### config.mk
export PLATFORM = sky130hd
export DESIGN_NAME = positron_stream_to_axis
export DESIGN_NICKNAME = d
export VERILOG_FILES = /design/src/rtl/positron_stream_to_axis.sv
export SDC_FILE = /design/constraint.sdc
export NUM_CORES = 1
export LEC_CHECK = 0
export ABC_AREA = 1
export ABC_CLOCK_PERIOD_IN_PS = 3900
export BUFFER_PORTS_ARGS = -buffer_cell sky130_fd_sc_hd__buf_2
export CAP_MARGIN = 20
export CELL_PAD_IN_SITES_DETAIL_PLACEMENT = 0
export CELL_PAD_IN_SITES_GLOBAL_PLACEMENT = 1
export CORE_MARGIN = 2
export CORE_UTILIZATION = 40
export CTS_BUF_LIST = sky130_fd_sc_hd__clkbuf_8
export DETAILED_ROUTE_END_ITERATION = 7
export GPL_ROUTABILITY_DRIVEN = 0
export PLACE_DENSITY_LB_ADDON = 0.3
export SLEW_MARGIN = 10
export SYNTH_ARGS = -nofsm -noshare
export SYNTH_HDL_FRONTEND = slang
export SYNTH_SLANG_ARGS = --single-unit
### constraint.sdc
create_clock -name clk -period 3.9 [get_ports clk]
set_input_delay 0.585 -clock clk [delete_from_list [all_inputs] [get_ports clk]]
set_output_delay 0.585 -clock clk [all_outputs]
set_load 0.005 [all_outputs]
### src/rtl/positron_stream_to_axis.sv
// positron_stream_to_axis: drains positron windows into a FIFO and re-emits them as an AXI-Stream master.
module positron_stream_to_axis #(
  parameter int POSIT_WIDTH = 16,
  parameter int WINDOW_LEN  = 20,
  parameter int FIFO_DEPTH  = 32
) (
  input  logic                     clk,
  input  logic                     rst,
  input  logic                     rts_i,
  output logic                     rtr_o,
  input  logic                     sow_i,
  input  logic                     eow_i,
  input  logic [POSIT_WIDTH-1:0]   posit_i,
  output logic                     m_axis_tvalid,
  input  logic                     m_axis_tready,
  output logic [POSIT_WIDTH-1:0]   m_axis_tdata,
  output logic [POSIT_WIDTH/8-1:0] m_axis_tstrb,
  output logic                     m_axis_tlast,
  output logic                     err_sow_o,
  output logic                     err_len_o,
  output logic [15:0]              windows_done_o
);
  localparam int AW = $clog2(FIFO_DEPTH);
  localparam int CW = $clog2(WINDOW_LEN + 2);
  typedef enum logic {IDLE, IN_WIN} state_t;
  logic [POSIT_WIDTH:0] mem [FIFO_DEPTH];
  logic [AW:0] wr_ptr, rd_ptr;
  logic [POSIT_WIDTH:0] head;
  logic full, empty, push, pop;
  state_t state, state_n;
  logic [CW-1:0] cnt, cnt_n, cnt_inc;
  logic err_sow_n, err_len_n;
  assign empty = wr_ptr == rd_ptr;
  assign full = (wr_ptr[AW] != rd_ptr[AW]) && (wr_ptr[AW-1:0] == rd_ptr[AW-1:0]);
  // rtr depends only on registered pointers, never on m_axis_tready
  assign rtr_o = ~full & ~rst;
  assign push = rts_i & rtr_o;
  assign head = mem[rd_ptr[AW-1:0]];
  assign m_axis_tvalid = ~empty;
  assign pop = m_axis_tvalid & m_axis_tready;
  assign m_axis_tdata = empty ? '0 : head[POSIT_WIDTH-1:0];
  assign m_axis_tlast = ~empty & head[POSIT_WIDTH];
  assign m_axis_tstrb = {(POSIT_WIDTH/8){m_axis_tvalid}};
  always_ff @(posedge clk) begin
    if (push) mem[wr_ptr[AW-1:0]] <= {eow_i, posit_i};
  end
  // a beat out of place (missing or extra sow) still counts as a window start
  always_comb begin
    cnt_inc = (state == IDLE || sow_i) ? CW'(1) : cnt + CW'(1);
    state_n = push ? (eow_i ? IDLE : IN_WIN) : state;
    cnt_n = push ? ((cnt_inc > CW'(WINDOW_LEN)) ? CW'(WINDOW_LEN) : cnt_inc) : cnt;
    err_sow_n = err_sow_o | (push & (sow_i ^ (state == IDLE)));
    err_len_n = err_len_o | (push & (eow_i ? cnt_inc != CW'(WINDOW_LEN) : cnt_inc >= CW'(WINDOW_LEN)));
  end
  always_ff @(posedge clk or posedge rst) begin
    if (rst) begin
      wr_ptr <= '0;
      rd_ptr <= '0;
      state <= IDLE;
      cnt <= '0;
      err_sow_o <= 1'b0;
      err_len_o <= 1'b0;
      windows_done_o <= '0;
    end else begin
      wr_ptr <= wr_ptr + (AW+1)'(push);
      rd_ptr <= rd_ptr + (AW+1)'(pop);
      state <= state_n;
      cnt <= cnt_n;
      err_sow_o <= err_sow_n;
      err_len_o <= err_len_n;
      windows_done_o <= windows_done_o + 16'(pop & m_axis_tlast);
    end
  end
endmodule

Word-level counts from Yosys, hierarchy flattened

Memory sizes are Yosys's and may differ from the RTL's.
Cells that the tools add are included.

ROM bits: 0
Bits in latches: 0
Output and inout port bits: 39
Memories: 1
Bits in registers: 36
Bits in writable memories: 544

Memories:

| name | words | width | read ports | clocked after Yosys merged registers in | wr ports | RTL line | source |
|---|---|---|---|---|---|---|---|
| mem  | 32    | 17    | 1          | 0                                       | 1        | 26       | `logic [POSIT_WIDTH:0] mem [FIFO_DEPTH];` |

Shifts and indexed selects: 0
Div/mod/pow operators: 0
Multipliers: 0
Muxes and demuxes: 7
Reduce and logical (&&, ||, !) cells: 2
Equality and inequality tests: 4
Magnitude comparators: 2
Bitwise gates (word level): 14
Add/sub/neg operators: 4

Operators by type and width:

| operator                                     | number |
|---|---|
| adder 16 x 1 -> 16 bit                       | 1 |
| 2-to-1 mux 16 bit                            | 1 |
| adder 6 x 1 -> 6 bit                         | 2 |
| 2-to-1 mux 5 bit                             | 2 |
| AND 1 bit                                    | 7 |
| == test 6 bit                                | 1 |
| adder 5 x 1 -> 5 bit, second input constant  | 1 |
| == test 5 bit                                | 1 |
| >= comparator 5 bit, second input constant   | 1 |
| > comparator 5 bit, second input constant    | 1 |
| inequality test 5 bit, second input constant | 1 |
| 2-to-1 mux 1 bit                             | 4 |
| inverter 1 bit                               | 4 |
| bitwise OR 1 bit                             | 2 |
| logical AND 1 bit                            | 1 |
| logical OR 1 bit                             | 1 |
| inequality test 1 bit                        | 1 |
| XOR 1 bit                                    | 1 |

Longest topological paths before layout

Depth after elaboration: 7
Gate-level depth with buffers: 21

Least setup slack after synthesis

OpenSTA, ideal clock, no wires.

Kind: input-to-reg
From: in rst
To: mem mem[0][0] (netlist bit), enable pin
Cell stages on the path: 5
Required time: 3,510 ps
Slack: 731 ps
Arrival time: 2,779 ps
Cells stage by stage: inv_1 > nand3_1 > inv_2 > nand2_4 > nor2_1

Cells in the longest elaborated chain, start to end: 5

RTL lines:

| what                                   | RTL line | source |
|---|---|---|
| from (decl)                            | 8        | `input logic rst,` |
| inverter 1 bit                         | 36       | `assign rtr_o = ~full & ~rst;` |
| AND 1 bit                              | 36       |  |
| AND 1 bit                              | 37       | `assign push = rts_i & rtr_o;` |
| named net push                         | 29       | `logic full, empty, push, pop;` |
| 2-to-1 mux 1 bit                       | 45       | `if (push) mem[wr_ptr[AW-1:0]] <= {eow_i, posit_i};` |
| 2-to-1 mux 1 bit (implied by the code) | 45       |  |
| to (decl)                              | 26       |  |

The timed path passes the listed nets, and every way through them passes these cells.

Worst setup path after layout

From: reg rd_ptr[1]
To: out m_axis_tdata[15]

Cells in the longest elaborated chain, start to end: 2

RTL lines:

| what                                                  | RTL line | source |
|---|---|---|
| from (decl)                                           | 27       | `logic [AW:0] wr_ptr, rd_ptr;` |
| from (signal assigned)                                | 66       | `rd_ptr <= rd_ptr + (AW+1)'(pop);` |
| memory (32 x 17 bit) or == test 6 bit (tied branches) | n/a      |  |
| 2-to-1 mux 16 bit (*)                                 | 41       | `assign m_axis_tdata = empty ? '0 : head[POSIT_WIDTH-1:0];` |
| to (decl)                                             | 16       | `output logic [POSIT_WIDTH-1:0] m_axis_tdata,` |

Every way passes the cells marked *; elsewhere a longest branch is shown, timed or not.

==> impl_metrics.env <==
export IMPL_status="completed"
export IMPL_area_delta_synth_final_pct=12.6
export IMPL_placeableCoreArea_um2=58800
export IMPL_timing_critical_path_to_type="output port"
export IMPL_final_worst_path_cycle_share_pct=93.3
export IMPL_fin_hold_ws_ns=0.0558
export IMPL_vias_per_cell=5.22
export IMPL_power_leakage_nw=9.76
export IMPL_fp_dieArea_um2=61100
export IMPL_clk_path_buf_depth=3
export IMPL_critPathLaunchType="flip-flop"
export IMPL_cp_data_arrival_time_ns=3.05
export IMPL_initial_core_util_pct=40.2
export IMPL_die_height_um=247
export IMPL_timing_final_crit_period_ns=3.64
export IMPL_synth_cell_area_um2=23700
export IMPL_synth_area_top_cells="sky130_fd_sc_hd__edfxtp_1 (69%), sky130_fd_sc_hd__nand2_1 (6.2%), sky130_fd_sc_hd__nor2_1 (6.0%)"
export IMPL_cts_sinks=580
export IMPL_drt_total_wl_um=61100
export IMPL_synth_register_bits=580
export IMPL_timing_slew_headroom_pct=51.9
export IMPL_fmax_ghz=0.275
export IMPL_dr_wl_cell_um=20.6
export IMPL_synth_top_area_share_pct=69.1
export IMPL_antenna_found_initial=0
export IMPL_root_buffer="sky130_fd_sc_hd__clkbuf_8"
export IMPL_first_global_vias=15200
export IMPL_grt_pass1_wl_um=92800
export IMPL_num_nets_final=2153
export IMPL_setup_violations=0
export IMPL_place_hpwl_um=33900
export IMPL_max_capacitance_violation_total=0
export IMPL_drtPass1Iterations=5
export IMPL_insertedDiodeCount=0
export IMPL_cellPowerDensity_nw_per_um2=694
export IMPL_timing_hold_worst_class="in2async"
export IMPL_rsz0062_at_grt="false"
export IMPL_gr_total_overflow=0
export IMPL_cts_hold_buf=0
export IMPL_grtUsageTotal_pct=20.3
export IMPL_fin_setup_tns_ns=0
export IMPL_unique_cell_type_count_in_the_yosys_netlist=28
export IMPL_final_max_slew_violation_count=0
export IMPL_seq_area_frac_synth_pct=72.9
export IMPL_ys_warnings_count=0
export IMPL_tightestPinTransition_ns=0.722
export IMPL_rows=89
export IMPL_crit_type="reg2out"
export IMPL_syn_avg_cell_area_um2=11.7
export IMPL_fin_worst_skew_ns=0.0160
export IMPL_grt_start_max_net_pins=114
export IMPL_synth_enable_flop_cells=544
export IMPL_drtIter0Drc=1141
export IMPL_yosys_cell_count_top_type="sky130_fd_sc_hd__edfxtp_1"
export IMPL_crit_required_ns=3.31
export IMPL_cell_types_with_the_highest_counts_after_synthesis="sky130_fd_sc_hd__edfxtp_1 (544), sky130_fd_sc_hd__nand2_1 (393), sky130_fd_sc_hd__nor2_1 (377), sky130_fd_sc_hd__nand3_1 (209), sky130_fd_sc_hd__o21ai_0 (189)"
export IMPL_die_w_um=247
export IMPL_final_layout_size_suffix_gt1_share_pct=12.6
export IMPL_final_hold_violation_count=0
export IMPL_synth_largest_area_cell="sky130_fd_sc_hd__edfxtp_1"
export IMPL_drc=0
export IMPL_synth_top_flop_cell="sky130_fd_sc_hd__edfxtp_1"
export IMPL_ant_nets=0
export IMPL_cts_htree_levels=3
export IMPL_tritoncts="yes"
export IMPL_clk_insertion_delay_late_ns=0.67
export IMPL_quantity_of_i_o_buffers_inserted_on_ports=60
export IMPL_dr_total_vias=15500
export IMPL_netlist_instances=2023
export IMPL_power_ir_vdd_worst_mv=0.457
export IMPL_layout_filler_cells=5401
export IMPL_critPathMaxFanout=23
export IMPL_ios=61
export IMPL_final_util_pct=45.3
export IMPL_cts_inserted_buffers=96
export IMPL_clock_pin_slew_of_the_registers_on_the_worst_case_setup_and_hold_paths_ns=0.06
export IMPL_synth_fp_nets=2053
export IMPL_synthArstFlopShare_pct=6.21
## layout make-up
type | count | area [µm²] | area share, %
Tap cell | 773 | 967 | 3.63
Clock buffer | 101 | 1390 | 5.22
Clock inverter | 71 | 314 | 1.18
Inverter | 44 | 184 | 0.690
Multi-Input combinational cell | 1284 | 5750 | 21.6
Sequential cell | 580 | 17200 | 64.7
Timing Repair Buffer | 117 | 795 | 2.98
## state kept, by name, summed over array words and instances (netlist names)
signal,count
err_len_o,1
err_sow_o,1
wr_ptr,6
rd_ptr,6
windows_done_o,16
mem,544
state,1
cnt,5
## cells by family (layout without fill, tap and decap cells)
logic type | after synthesis | after routing | synth area share, %
simple gates | 996 | 996 | 17.2
flops | 580 | 580 | 72.9
compound gates | 256 | 256 | 5.53
buf+inv | 159 | 333 | 3.10
xor+xnor | 24 | 24 | 0.889
fa+ha+maj | 8 | 8 | 0.423
## repair_timing
item / CTS / global route
setup endpoints to repair: 0 / 14
resized for setup: 0 / 3
buffers inserted: 0 / 0
## power breakdown
| group | switching, mW | leakage (nW) | total (mW) | internal, mW |
|---|---|---|---|---|
| clock network | 2.37 | 1.00 | 4.76 | 2.40 |
| registers | 0.295 | 5.33 | 7.40 | 7.10 |
| logic | 4.48 | 3.43 | 6.33 | 1.86 |
| total | 7.14 | 9.76 | 18.5 | 11.4 |
## worst max-delay path, stage by stage (launching register included)
cell	delay, ns
sky130_fd_sc_hd__dfrtp_4	0.61
sky130_fd_sc_hd__inv_4	0.31
sky130_fd_sc_hd__buf_4	0.38
sky130_fd_sc_hd__nand3_1	0.12
sky130_fd_sc_hd__nand3_1	0.11
sky130_fd_sc_hd__nand2_1	0.06
sky130_fd_sc_hd__a21oi_1	0.30
sky130_fd_sc_hd__nand2_1	0.18
sky130_fd_sc_hd__nand2_1	0.10
sky130_fd_sc_hd__nor2_1	0.04
sky130_fd_sc_hd__buf_2	0.12
## metrics by stage
step / setup WS (ns) / cell area [µm²] / total power, mW / cells
floorplan: 0.731 / 23700 / 11.5 / 2023
global placement: 0.756 / 24900 / 13.9 / 2798
detailed placement: 0.749 / 24900 / 13.9 / 2798
CTS: 0.00470 / 26600 / 18.7 / 2970
global route: 0.0483 / 26600 / 19.7 / 2970
finish: 0.260 / 26600 / 18.5 / 2970
## layout by cell type (no fill, tap or decap)
master / instances
sky130_fd_sc_hd__nor2_2: 25
sky130_fd_sc_hd__xnor2_1: 7
sky130_fd_sc_hd__nand4_1: 10
sky130_fd_sc_hd__a21oi_1: 29
sky130_fd_sc_hd__ha_1: 8
sky130_fd_sc_hd__edfxtp_1: 544
sky130_fd_sc_hd__nand3_1: 209
sky130_fd_sc_hd__or2_2: 1
sky130_fd_sc_hd__nand4_2: 1
sky130_fd_sc_hd__dfrtp_4: 2
sky130_fd_sc_hd__inv_2: 2
sky130_fd_sc_hd__a21oi_2: 1
sky130_fd_sc_hd__inv_8: 2
sky130_fd_sc_hd__o22ai_1: 5
sky130_fd_sc_hd__inv_4: 1
sky130_fd_sc_hd__nand2_1: 393
sky130_fd_sc_hd__nor2_1: 352
sky130_fd_sc_hd__buf_12: 5
sky130_fd_sc_hd__o21bai_1: 2
sky130_fd_sc_hd__inv_16: 1
sky130_fd_sc_hd__xor2_1: 17
sky130_fd_sc_hd__clkinv_1: 19
sky130_fd_sc_hd__buf_6: 1
sky130_fd_sc_hd__clkinv_2: 14
sky130_fd_sc_hd__buf_4: 51
sky130_fd_sc_hd__clkinvlp_4: 4
sky130_fd_sc_hd__clkbuf_8: 101
sky130_fd_sc_hd__o21ai_1: 25
sky130_fd_sc_hd__nor3_1: 1
sky130_fd_sc_hd__o21ai_0: 189
sky130_fd_sc_hd__dfrtp_1: 33
sky130_fd_sc_hd__buf_2: 60
sky130_fd_sc_hd__nand2_4: 4
sky130_fd_sc_hd__inv_1: 72
sky130_fd_sc_hd__dfrtp_2: 1
sky130_fd_sc_hd__o211ai_1: 5
## final timing paths
check | from | to | slack (ns) | cells after the start
setup / recovery | rd_ptr[1]$_DFF_PP0_ | m_axis_tdata[15] | 0.26 | 10
hold / removal | rst | cnt[2]$_DFFE_PP0P_ | 0.06 | 3
setup reg to reg | rd_ptr[0]$_DFF_PP0_ | windows_done_o[14]$_DFF_PP0_ | 0.80 | 18
hold reg to reg | windows_done_o[15]$_DFF_PP0_ | windows_done_o[15]$_DFF_PP0_ | 0.47 | 1
max in group asynchronous | rst | rd_ptr[1]$_DFF_PP0_ | 3.48 | 3
min in group clk | m_axis_tready | rd_ptr[0]$_DFF_PP0_ | 0.24 | 4
## per-layer routing
| layer | GRT usage [%] | share of wire [%] | vias up |
|---|---|---|---|
| met5 | 0 | 0 | - |
| met2 | 32.0 | 46 | 505 |
| met3 | 3.68 | 5.9 | 92 |
| li1 | - | - | 7258 |
| met4 | 5.94 | 1.9 | 0 |
| met1 | 28.8 | 46 | 7637 |
(Power assumes the default switching activity.)
